File: src/rtl/axi_req_pkg.sv
// Shared definitions for the AXI read-request generator.
//   req_state_t     : request FSM states (IDLE, ISSUE, DRAIN)
//   LP_BPB          : bytes per beat for the default 512-bit data path
//   LP_BURST_BYTES  : bytes per full burst for the default 64-beat burst
//   cnt_width()     : bit width able to hold 0..max_outstanding
package axi_req_pkg;

  typedef enum logic [1:0] {
    IDLE,
    ISSUE,
    DRAIN
  } req_state_t;

  localparam int LP_BPB         = 512 / 8;
  localparam int LP_BURST_BYTES = LP_BPB * 64;

  function automatic int cnt_width(input int max_outstanding);
    return $clog2(max_outstanding + 1);
  endfunction

endpackage

File: src/rtl/axi_outstanding_tracker.sv
// Up/down counter of AXI read bursts in flight.
// Ports:
//   clk, reset : clock, synchronous active-high reset
//   incr       : one AR handshake this cycle
//   decr       : one burst fully returned (rlast beat) this cycle
//   count      : bursts in flight
//   is_full    : registered, count == C_MAX_OUTSTANDING
//   is_zero    : registered, count == 0
module axi_outstanding_tracker
  import axi_req_pkg::*;
#(
  parameter int C_MAX_OUTSTANDING = 16,
  localparam int W = cnt_width(C_MAX_OUTSTANDING)
) (
  input  logic         clk,
  input  logic         reset,
  input  logic         incr,
  input  logic         decr,
  output logic [W-1:0] count,
  output logic         is_full,
  output logic         is_zero
);

  logic [W-1:0] count_next;

  // Simultaneous incr and decr cancel; a retirement with nothing in
  // flight is a protocol error and the count stays at zero.
  always_comb begin
    count_next = count;
    if (incr && !decr)
      count_next = count + 1'b1;
    else if (decr && !incr && count != '0)
      count_next = count - 1'b1;
  end

  always_ff @(posedge clk) begin
    if (reset) begin
      count   <= '0;
      is_full <= 1'b0;
      is_zero <= 1'b1;
    end else begin
      count   <= count_next;
      is_full <= (count_next == W'(C_MAX_OUTSTANDING));
      is_zero <= (count_next == '0);
    end
  end

  underflow_chk: assert property (@(posedge clk) disable iff (reset)
                                  !(decr && !incr && count == '0));

endmodule

File: src/rtl/axi_read_req_gen.sv
// AXI4 read-address generator: splits one contiguous transfer into
// C_BURST_LEN-beat bursts and limits bursts in flight to C_MAX_OUTSTANDING.
// Optional feature macro: AXI_READ_REQ_GEN_PERF_EN adds perf_stall_cycles.
// Ports:
//   aclk, areset               : clock, synchronous active-high reset
//   ctrl_start                 : start pulse (accepted only in IDLE)
//   ctrl_addr_offset           : burst-aligned byte start address
//   ctrl_xfer_size_in_bytes    : transfer size, multiple of bytes per beat
//   ctrl_done                  : one-cycle pulse when all bursts returned
//   busy                       : transfer in progress
//   m_axi_ar*                  : AXI read-address channel
//   rd_burst_done              : one pulse per returned rlast beat
//   outstanding                : bursts in flight
//   perf_stall_cycles          : (macro only) AR stall + throttle cycles
module axi_read_req_gen
  import axi_req_pkg::*;
#(
  parameter int C_ADDR_WIDTH      = 64,
  parameter int C_DATA_WIDTH      = 512,
  parameter int C_LENGTH_WIDTH    = 32,
  parameter int C_BURST_LEN       = 64,
  parameter int C_MAX_OUTSTANDING = 16
) (
  input  logic                                    aclk,
  input  logic                                    areset,
  input  logic                                    ctrl_start,
  input  logic [C_ADDR_WIDTH-1:0]                 ctrl_addr_offset,
  input  logic [C_LENGTH_WIDTH-1:0]               ctrl_xfer_size_in_bytes,
  output logic                                    ctrl_done,
  output logic                                    busy,
  output logic                                    m_axi_arvalid,
  input  logic                                    m_axi_arready,
  output logic [C_ADDR_WIDTH-1:0]                 m_axi_araddr,
  output logic [7:0]                              m_axi_arlen,
  input  logic                                    rd_burst_done,
  output logic [cnt_width(C_MAX_OUTSTANDING)-1:0] outstanding
`ifdef AXI_READ_REQ_GEN_PERF_EN
  ,
  output logic [31:0]                             perf_stall_cycles
`endif
);

  localparam int CNT_W       = cnt_width(C_MAX_OUTSTANDING);
  localparam int BPB         = C_DATA_WIDTH / 8;
  localparam int BURST_BYTES = BPB * C_BURST_LEN;

  req_state_t                state;
  logic [C_LENGTH_WIDTH-1:0] remaining;
  logic [7:0]                last_len;
  logic [C_LENGTH_WIDTH-1:0] start_beats;
  logic [C_LENGTH_WIDTH-1:0] start_bursts;
  logic [7:0]                start_last_len;
  logic                      ar_hs;
  logic                      start_accept;
  logic                      is_full;
  logic                      is_zero;
  logic                      full_next;

  assign ar_hs        = m_axi_arvalid && m_axi_arready;
  // The done cycle is already IDLE, so a start there must be masked.
  assign start_accept = (state == IDLE) && ctrl_start && !ctrl_done;

  // Burst count rounds up; the remainder check avoids overflow near the
  // top of the length range that a "+ C_BURST_LEN - 1" would cause.
  always_comb begin
    start_beats  = ctrl_xfer_size_in_bytes / C_LENGTH_WIDTH'(BPB);
    start_bursts = start_beats / C_LENGTH_WIDTH'(C_BURST_LEN);
    if (start_beats % C_LENGTH_WIDTH'(C_BURST_LEN) != '0)
      start_bursts = start_bursts + 1'b1;
    start_last_len = 8'((start_beats - 1'b1) % C_LENGTH_WIDTH'(C_BURST_LEN));
  end

  axi_outstanding_tracker #(
    .C_MAX_OUTSTANDING(C_MAX_OUTSTANDING)
  ) u_tracker (
    .clk    (aclk),
    .reset  (areset),
    .incr   (ar_hs),
    .decr   (rd_burst_done),
    .count  (outstanding),
    .is_full(is_full),
    .is_zero(is_zero)
  );

  // arvalid is registered, so it is decided from the count the tracker
  // will hold after this edge: full blocks the next request, and a
  // retirement this cycle re-opens issue in the very next cycle.
  always_comb begin
    if (rd_burst_done && !ar_hs)
      full_next = 1'b0;
    else
      full_next = is_full ||
                  (ar_hs && !rd_burst_done && outstanding == CNT_W'(C_MAX_OUTSTANDING - 1));
  end

  // Request FSM. remaining counts bursts not yet handshaken, including
  // the one currently presented on the AR channel.
  always_ff @(posedge aclk) begin
    if (areset) begin
      state         <= IDLE;
      m_axi_arvalid <= 1'b0;
      m_axi_araddr  <= '0;
      m_axi_arlen   <= '0;
      busy          <= 1'b0;
      ctrl_done     <= 1'b0;
      remaining     <= '0;
      last_len      <= '0;
    end else begin
      ctrl_done <= 1'b0;
      case (state)
        IDLE: begin
          if (start_accept) begin
            m_axi_araddr <= ctrl_addr_offset;
            last_len     <= start_last_len;
            remaining    <= start_bursts;
            busy         <= 1'b1;
            if (start_beats == '0) begin
              state <= DRAIN;
            end else begin
              state         <= ISSUE;
              m_axi_arvalid <= 1'b1;
              m_axi_arlen   <= (start_bursts == C_LENGTH_WIDTH'(1)) ?
                               start_last_len : 8'(C_BURST_LEN - 1);
            end
          end
        end
        ISSUE: begin
          if (ar_hs) begin
            remaining    <= remaining - 1'b1;
            m_axi_araddr <= m_axi_araddr + C_ADDR_WIDTH'(BURST_BYTES);
            if (remaining == C_LENGTH_WIDTH'(1)) begin
              m_axi_arvalid <= 1'b0;
              state         <= DRAIN;
            end else begin
              m_axi_arvalid <= !full_next;
              m_axi_arlen   <= (remaining == C_LENGTH_WIDTH'(2)) ?
                               last_len : 8'(C_BURST_LEN - 1);
            end
          end else if (!m_axi_arvalid) begin
            m_axi_arvalid <= !full_next;
          end
        end
        DRAIN: begin
          if (is_zero) begin
            ctrl_done <= 1'b1;
            busy      <= 1'b0;
            state     <= IDLE;
          end
        end
        default: state <= IDLE;
      endcase
    end
  end

`ifdef AXI_READ_REQ_GEN_PERF_EN
  logic stall;

  // In ISSUE, arvalid low only happens when throttled by the limit.
  assign stall = (m_axi_arvalid && !m_axi_arready) ||
                 (state == ISSUE && !m_axi_arvalid && is_full);

  always_ff @(posedge aclk) begin
    if (areset || start_accept)
      perf_stall_cycles <= '0;
    else if (stall && perf_stall_cycles != '1)
      perf_stall_cycles <= perf_stall_cycles + 1'b1;
  end
`endif

endmodule

File: config.mk
export PLATFORM = sky130hd
export DESIGN_NAME = axi_read_req_gen
export DESIGN_NICKNAME = d
export VERILOG_FILES = /design/src/rtl/axi_req_pkg.sv /design/src/rtl/axi_outstanding_tracker.sv /design/src/rtl/axi_read_req_gen.sv
export SDC_FILE = /design/constraint.sdc
export NUM_CORES = 1
export LEC_CHECK = 0
export ABC_AREA = 1
export BUFFER_PORTS_ARGS = -buffer_cell sky130_fd_sc_hd__buf_2
export CORE_ASPECT_RATIO = 1.4
export CORE_MARGIN = 5
export CORE_UTILIZATION = 25
export CTS_BUF_LIST = sky130_fd_sc_hd__clkbuf_16
export CTS_CLUSTER_DIAMETER = 30
export DETAILED_ROUTE_END_ITERATION = 8
export SLEW_MARGIN = 10
export SYNTH_ARGS = -nofsm -noshare
export SYNTH_HDL_FRONTEND = slang
export SYNTH_SLANG_ARGS = --single-unit
File: constraint.sdc
create_clock -name aclk -period 1.93 [get_ports aclk]
set_input_delay 0.193 -clock aclk [delete_from_list [all_inputs] [get_ports aclk]]
set_output_delay 0.193 -clock aclk [all_outputs]
set_load 0.02 [all_outputs]
## After elaboration in Yosys (flattened, before gate mapping)

Index checks and enable logic that the tools add are counted.
W data, S select, Z words.

- Flip-flop bits (word level): 122
- Input port bits: 101
- Logic and storage cells: 90

- $add $sub $neg: 6
- Eq/ne operators: 13
- Multiplexer cells: 33
- Bitwise operators: 1
- Reductions and logical operators: 26

Operator list:

| operator | count |
|---|---|
| $mux W64 | 2 |
| $pmux W64 S2 | 1 |
| $add A64 B13 Y64 const B | 1 |
| $eq A32 B1 Y1 const B | 2 |
| $mux W32 | 2 |
| $pmux W32 S2 | 1 |
| $eq A32 B2 Y1 const B | 1 |
| $logic_not A32 Y1 | 1 |
| $mux W8 | 4 |
| $reduce_bool A32 Y1 | 1 |
| $sub A32 B1 Y32 const B | 1 |
| $add A20 B1 Y21 const B | 1 |
| $mux W21 | 1 |
| $pmux W8 S2 | 1 |
| $mux W6 | 2 |
| $mux W2 | 5 |
| $mux W5 | 2 |
| $ne A2 B2 Y1 const B | 5 |
| $mux W1 | 9 |
| $reduce_and A3 Y1 | 3 |
| $logic_and A1 B1 Y1 | 7 |
| $pmux W2 S3 | 1 |
| $sub A6 B1 Y6 const B | 1 |
| $add A5 B1 Y5 const B | 1 |
| 18 further kinds | 23 |

## Depth between registers and ports, before layout

Gate-level depths: netlist of the first run.

- Depth in word-level cells: 9
- Gate-level depth with buffers: 14
- Mapped depth without buffers: 14

## Hierarchy

A second synthesis of the first run with hierarchy kept.

- Cell total of the unflattened synthesis: 1,356
- Area total of the unflattened synthesis: 8,376.8 um2

Modules (own cells, without submodules):

| module | instances | cells an instance | area each (um2) | seq. area each (um2) |
|---|---|---|---|---|
| axi_read_req_gen | 1 | 1,286 | 7,870.0 | 2,262.2 |
| axi_outstanding_tracker | 1 | 70 | 506.7 | 140.1 |

## Least setup slack after synthesis of the first run

No wires, ideal clock.

- Path kind: reg-to-reg
- Start: register m_axi_araddr[12]
- End: register m_axi_araddr[52]
- Setup time: 132 ps
- Data arrival time: 1,773 ps
- Data required time: 1,798 ps
- Setup slack: 25 ps
- Stages on the path, launching flop included: 15
- Clock period less this slack: 1,905 ps
- Path through: dfxtp_1 -> ha_1 -> nand2_2 -> nor2_4 -> inv_4 -> nor2_4 -> nand2_1 -> inv_1 -> nand3_1 -> nor3_2 -> nand2_1 -> nand2_1 -> nand3_1 -> nand2_1 -> a21oi_1

- Cells in the longest elaborated chain, start to end: 3

Ends and longest elaborated chain:

| element | line | text |
|---|---|---|
| start, declared | axi_read_req_gen.sv:33 | `output logic [C_ADDR_WIDTH-1:0] m_axi_araddr,` |
| start signal, assigned | axi_read_req_gen.sv:113 | `m_axi_araddr <= ctrl_addr_offset;` |
| start signal, assigned | axi_read_req_gen.sv:130 | `m_axi_araddr <= m_axi_araddr + C_ADDR_WIDTH'(BURST_BYTES);` |
| $add A64 B13 Y64 | axi_read_req_gen.sv:130 |  |
| $mux W64 | axi_read_req_gen.sv:128 | `if (ar_hs) begin` |
| $pmux W64 S2 | axi_read_req_gen.sv:110 | `case (state)` |

No other way between the ends. The select of a mux whose other input is x is not followed.
A chain may end at the register's enable or synchronous reset.

## Worst setup path after layout of the first run

- Start: register m_axi_araddr[13]
- End: register m_axi_araddr[42]

Same word-level chain as after synthesis.

==> impl_metrics.ini, run 1 <==
[sta]
fmax_mhz = 536
fin_crit_sh = 0.967
setup_tns_ps = 0
finalSetupViolCount = 0
worstMarginPinSlew_ps = 586
rsz0062_at_grt = yes
finalMaxSlewViolations = 0
min_period_ps = 1870
clock_skew_ps = 12.0
hold_violations = 0
maxSlewHeadroom = 0.609
finalHoldWorstSlack_ps = 47.5

[placement]
place_congestion = 0.953
postPlaceCellArea_sq_mm = 0.0109
io_buffers = 172
dpl.hpwl_um = 25900

[logic_synthesis]
yosysSeqAreaShare = 0.285
syn_area_per_cell_sq_um = 6.21
synth_cell_types = 54
synth_top_area_share = 0.285
synth_edf_count = 0
synth_area_sq_mm = 0.00844
ys_warn_count = 0
ys_ff_latch = 120
postSynthCellCount = 1359
synth.area.top_cells = dfxtp_1 (28%), nand2_1 (15%), nor2_1 (7.8%)
yosysTopAreaCell = dfxtp_1
synthArstFlopShare = 0
ys.flop_type = dfxtp_1
yosys-top-cells-count = nand2_1 (348), nor2_1 (175), inv_1 (128)
post-synth-top-count-cell = nand2_1

[floorplanning]
start_util = 0.253
ios = 181
die_x_um = 165
coreArea_sq_mm = 0.0333
placementRows = 79
fp.dieArea_sq_mm = 0.0376
die_y_um = 227

[layout]
design_area_sq_mm = 0.0120
area_delta_synth_final_pct = 42.3
nets = 1781
nFillCells = 3646
drive_gt1_frac = 0.298

[worst_setup_path]
crit_required_ps = 2300
critical_path_depth = 13
crit_type = reg2reg
ff2ff_path_depth = 13
critPathMaxStageDelay_ps = 350
slowest_stage = dfxtp_2
arrival_ps = 2240
critical-path-top-delay-family = simple AND/OR/NAND/NOR gates
worstSetupStartpointType = register
endpoint_kind = register
path_max_fanout = 4
worstPathCellList = ha_4 -> nand2_2 -> nor2_4 -> inv_4 -> buf_12 -> nor2_8 -> inv_4 -> nor2_4 -> nand2_2 -> or2_0 -> nand3_1 -> o211ai_2 -> a21oi_2
cp_num_buf_inv = 3

[cts]
cts_tree = yes
numCtsBuffers = 17
root_buffer = clkbuf_16
clock_path_buffers = 2
clkSinkCount = 120
clk_pin_slew_ps = 60
cts_htree_levels = 4
clkLatencyLatePin_ps = 450

[global_routing]
grt_overflow = 0
grt_pass1_vias = 9715
grtUsageTotal = 0.172
grt_max_degree = 75
grt_antenna_before_repair = 2
grt_pass1_wl_um = 50500

[run_status]
status = completed

[route]
drc_errors = 0
vias = 10051
dr.pass1.iters = 7
viasPerCell = 4.73
wirelength_um = 33100
initialDrtViolationCount = 739
wl_per_cell_um = 15.6
ant_nets = 0

[min_path]
whs_path_depth = 3
holdCritPathClass = in2reg

[pwr]
vdd_ir_drop_max_mv = 0.753
power_density_mw_per_mm2 = 1040
p_leak_nw = 5.29

[job]
max_cap_violations = 0
cell type report:
cell class	count	area (sq um)	share of cell area
multi-input combinational	1048	5560	0.463
tap	445	557	0.0464
clock buffer	17	425	0.0354
sequential	120	2430	0.203
timing repair buffer	343	2330	0.194
clock inverter	15	169	0.0141
inverter	138	533	0.0444
antenna	1	2.50	0.000208
tightest hold or removal path, delay by kind of cell:
family | cells | cell delay [ps]
compound gates | 1 | 70
buf+inv | 2 | 190
worst paths after layout:
| path | start | slack [ps] | endpoint |
|---|---|---|---|
| max | m_axi_araddr[13]$_SDFFE_PP0P_ | 60 | m_axi_araddr[42]$_SDFFE_PP0P_ |
| min | ctrl_xfer_size_in_bytes[6] | 50 | last_len[0]$_SDFFE_PP0P_ |
| max reg2reg | m_axi_araddr[13]$_SDFFE_PP0P_ | 60 | m_axi_araddr[42]$_SDFFE_PP0P_ |
| min reg2reg | m_axi_araddr[3]$_SDFFE_PP0P_ | 440 | m_axi_araddr[3]$_SDFFE_PP0P_ |
metrics by stage:
stage	std cells	util	power, W	setup WS [ps]
2_1_floorplan	1360	-	0.00681	25.2
3_3_place_gp	2074	0.327	0.00890	-145
3_5_place_dp	2074	0.327	0.00896	-144
4_1_cts	2117	0.349	0.0123	4.67
5_1_grt	2127	0.360	0.0134	-41.7
6_report	2127	0.360	0.0125	64.6
cells in the final DEF, fill, tap and decap left out, drive strengths merged, types with 13 or more instances in the layout:
cell type / count
nand2: 355
buf: 330
nor2: 205
inv: 143
dfxtp: 120
nand3: 116
a21oi: 97
o21ai: 75
nor3: 31
o211ai: 30
nand4: 26
xor2: 21
clkbuf: 18
or2: 16
xnor2: 13
sequential cells by signal (all words and copies together), names as in the netlist:
signal,cells
u_tracker.is_full,1
last_len,6
ctrl_done,1
m_axi_arlen,6
remaining,32
u_tracker.is_zero,1
m_axi_araddr,64
busy,1
m_axi_arvalid,1
state,2
u_tracker.count,5
cell families after synthesis:
group                      count (synthesis)  synth area share
AOI/OAI and AO/OA                        231             0.156
adders and majority gates                 12            0.0178
other                                      1          0.000444
DFF                                      120             0.285
buffers and inverters                    192            0.0909
xor gates and xnor gates                  34            0.0353
and+or+nand+nor                          769             0.415
metal layers:
metal  share of wire  vias to the layer above  global-route usage
li1                -                     5092                   -
met1            0.39                     4633               0.187
met2            0.53                      264               0.324
met3           0.047                       62              0.0335
met4           0.035                        0              0.0677
met5               0                        -                   0
where the power goes:
part	internal (W)	switching [W]	leakage, nW
Clock	0.00193	0.00136	0.289
Combinational	0.00224	0.00346	4.01
Sequential	0.00303	0.000519	0.994
repair_timing:
action | 4_1_cts | 5_1_grt
buffers inserted | 0 | 8
cloned | 0 | 1
endpoints found under the hold margin | 12 | 0
hold buffers | 12 | 0
pin swaps | 3 | 15
setup endpoints to repair | 8 | 67
gates resized for setup | 9 | 86
Power figures use the tool's default switching activity.
==> run 2: changes to the inputs <==
--- a/config.mk
+++ b/config.mk
@@ -16,4 +16,5 @@
 export SLEW_MARGIN = 10
 export SYNTH_ARGS = -nofsm -noshare
 export SYNTH_HDL_FRONTEND = slang
+export SYNTH_HIERARCHICAL = 1
 export SYNTH_SLANG_ARGS = --single-unit
==> impl_metrics.ini, run 2 <==
[cts]
clk_pin_slew_ps = 60
root_buffer = clkbuf_16
clkSinkCount = 120
cts_htree_levels = 4
clkLatencyLatePin_ps = 440
numCtsBuffers = 17
cts_tree = yes
clock_path_buffers = 2

[layout]
seq_area_sq_mm = 0.00242
final_common_cell = nand2_1
nFillCells = 3625
diodes = 0
area_delta_synth_final_pct = 42.3
final_cell_mix = nand2_1 (333), buf_2 (172), nor2_1 (165)
drive_gt1_frac = 0.296
top_register = m_axi_araddr
multi_input_area_sq_mm = 0.00554
largest_reg_flops = 64
nets = 1773
top_regs = m_axi_araddr x64, remaining x32

[floorplanning]
die_x_um = 165
start_util = 0.252
placementRows = 79
coreArea_sq_mm = 0.0332
ios = 181
die_y_um = 227
fp.dieArea_sq_mm = 0.0373

[pwr]
p_leak_nw = 5.30
fin_total_pwr_w = 0.0103
power_density_mw_per_mm2 = 861
vdd_ir_drop_max_mv = 0.673

[worst_setup_path]
ff2ff_path_depth = 9
reg2reg_slack_ps = 30
endpoint_kind = register
crit_type = reg2reg
crit_end = m_axi_araddr[55]$_SDFFE_PP0P_
worstSetupStartpointType = register
crit_start = m_axi_araddr[43]$_SDFFE_PP0P_
r2r_start = m_axi_araddr[43]$_SDFFE_PP0P_
arrival_ps = 2270
crit-reg2reg-capture = m_axi_araddr[55]$_SDFFE_PP0P_
path_max_fanout = 5
crit_required_ps = 2300

[global_routing]
grt_overflow = 0
grt_pass1_vias = 9994
grt_antenna_before_repair = 0
grt_pass1_wl_um = 51300
grtUsageTotal = 0.174
grt_max_degree = 119

[route]
viasPerCell = 4.74
drc_errors = 0
wirelength_um = 33300
wl_per_cell_um = 15.7
ant_nets = 0
initialDrtViolationCount = 644
vias = 10058
dr.pass1.iters = 7

[logic_synthesis]
postSynthCellCount = 1356
synth_area_sq_mm = 0.00838
yosys.area_share.simple = 0.430
synthMuxAreaShare = 0
yosysSeqAreaShare = 0.287
synthArstFlopShare = 0
synth_edf_count = 0
synth-xor-area-share = 0.0293
ys.flop_type = dfxtp_1
yosys-top-cells-count = nand2_1 (338), nor2_1 (181), inv_1 (123)
synth_top_family_by_area = simple AND/OR/NAND/NOR gates
syn_area_per_cell_sq_um = 6.18
ys_warn_count = 6
synth.area.top_cells = dfxtp_1 (29%), nand2_1 (15%), nor2_1 (8.1%)
post-synth-top-count-cell = nand2_1
synth_top_area_share = 0.287
synth_adder_area_share = 0.0149
ys_ff_latch = 120
synth_cell_types = 48
synth_compound_area_frac = 0.150
yosysTopAreaCell = dfxtp_1

[run_status]
status = completed

[sta]
finalMaxSlewViolations = 0
fmax_mhz = 526
maxSlewHeadroom = 0.639
rsz0062_at_grt = yes
setup_tns_ps = 0
hold_violations = 0
worstMarginPinSlew_ps = 541
finalSetupViolCount = 0
min_period_ps = 1900
clock_skew_ps = 10.3
fin_crit_sh = 0.984

[placement]
io_buffers = 172
place_congestion = 0.968
dpl.hpwl_um = 25600

[min_path]
min_from = ctrl_addr_offset[24]
holdCritPathClass = in2reg
whs_path_depth = 3

[job]
max_cap_violations = 0
run 2: cell types whose count changed after synthesis, moves of 6 or more:
cell / change
clkbuf_1: +6
o211ai_1: -7
nand2_1: -10
nor2_1: +6
nand2_2: +9
buf_2: -6
nor3_1: +16
nor3_2: -6
run 2: how the worst min path moves through the flow:
stage	end	slack, ps
after floorplan	u_tracker/count[1]$_SDFF_PP0_	260
after global placement	m_axi_araddr[0]$_SDFFE_PP0P_	420
after detailed placement	m_axi_araddr[4]$_SDFFE_PP0P_	420
after CTS	m_axi_araddr[24]$_SDFFE_PP0P_	20
after global routing	m_axi_araddr[29]$_SDFFE_PP0P_	50
final	m_axi_araddr[24]$_SDFFE_PP0P_	20
run 2: cells by family (layout without fill, tap and decap cells):
| group | Yosys count | in the layout |
|---|---|---|
| AOI/OAI and AO/OA | 224 | 224 |
| xor gates and xnor gates | 28 | 28 |
| adders and majority gates | 10 | 10 |
| buffers and inverters | 188 | 506 |
| DFF | 120 | 120 |
| other | 1 | 2 |
| and+or+nand+nor | 785 | 785 |
run 2: what timing repair did:
| action | CTS | global route |
|---|---|---|
| setup buffers | 0 | 3 |
| endpoints found under the setup margin | 13 | 57 |
| hold buffers | 12 | 0 |
| gates cloned | 0 | 1 |
| hold endpoints to repair | 12 | 0 |
| gates resized for setup | 7 | 77 |
| pin swaps | 0 | 11 |
run 2: where the power goes:
part           total, W  internal, W  leakage (nW)  switching (W)
combinational   0.00357      0.00137          3.99        0.00220
clock           0.00360      0.00230         0.313        0.00130
sequential      0.00310      0.00279         0.990       0.000307
total            0.0103      0.00646          5.30        0.00381
run 2: routing by layer:
layer / global-route usage / routed length [um]
met1: 0.184 / 12700
met2: 0.319 / 17300
met3: 0.0353 / 1640
met4: 0.0942 / 1700
met5: 0 / 0
run 2: critical path, stage by stage, from the launching register on:
cell and delay, ps:
dfxtp_1 400, nand2_1 180, nor3_1 250, nand2_1 130, nor2_1 130, nand3_1 170
or2_0 240, nand3_1 70, o211ai_1 90, a21oi_1 140
run 2: area by class of cell:
cell class	count	share of cell area
clock buffers	17	0.0357
clock inverters	15	0.0189
inverters	135	0.0427
multi-input cells	1049	0.465
flip-flops and latches	120	0.203
well taps	445	0.0467
repair buffers	339	0.189
run 2: through the flow:
| step | cells | utilization | cell area, sq um | hold slack [ps] | worst slack (ps) |
|---|---|---|---|---|---|
| 6_report | 2120 | 0.359 | 11900 | 24.8 | 30.5 |
| 4_1_cts | 2116 | 0.349 | 11600 | 17.9 | 11.9 |
| 2_1_floorplan | 1357 | - | 8380 | 262 | 13.8 |
| 5_1_grt | 2120 | 0.359 | 11900 | 48.0 | -97.8 |
| 3_5_place_dp | 2072 | 0.325 | 10800 | 423 | -198 |
| 3_3_place_gp | 2072 | 0.325 | 10800 | 416 | -177 |
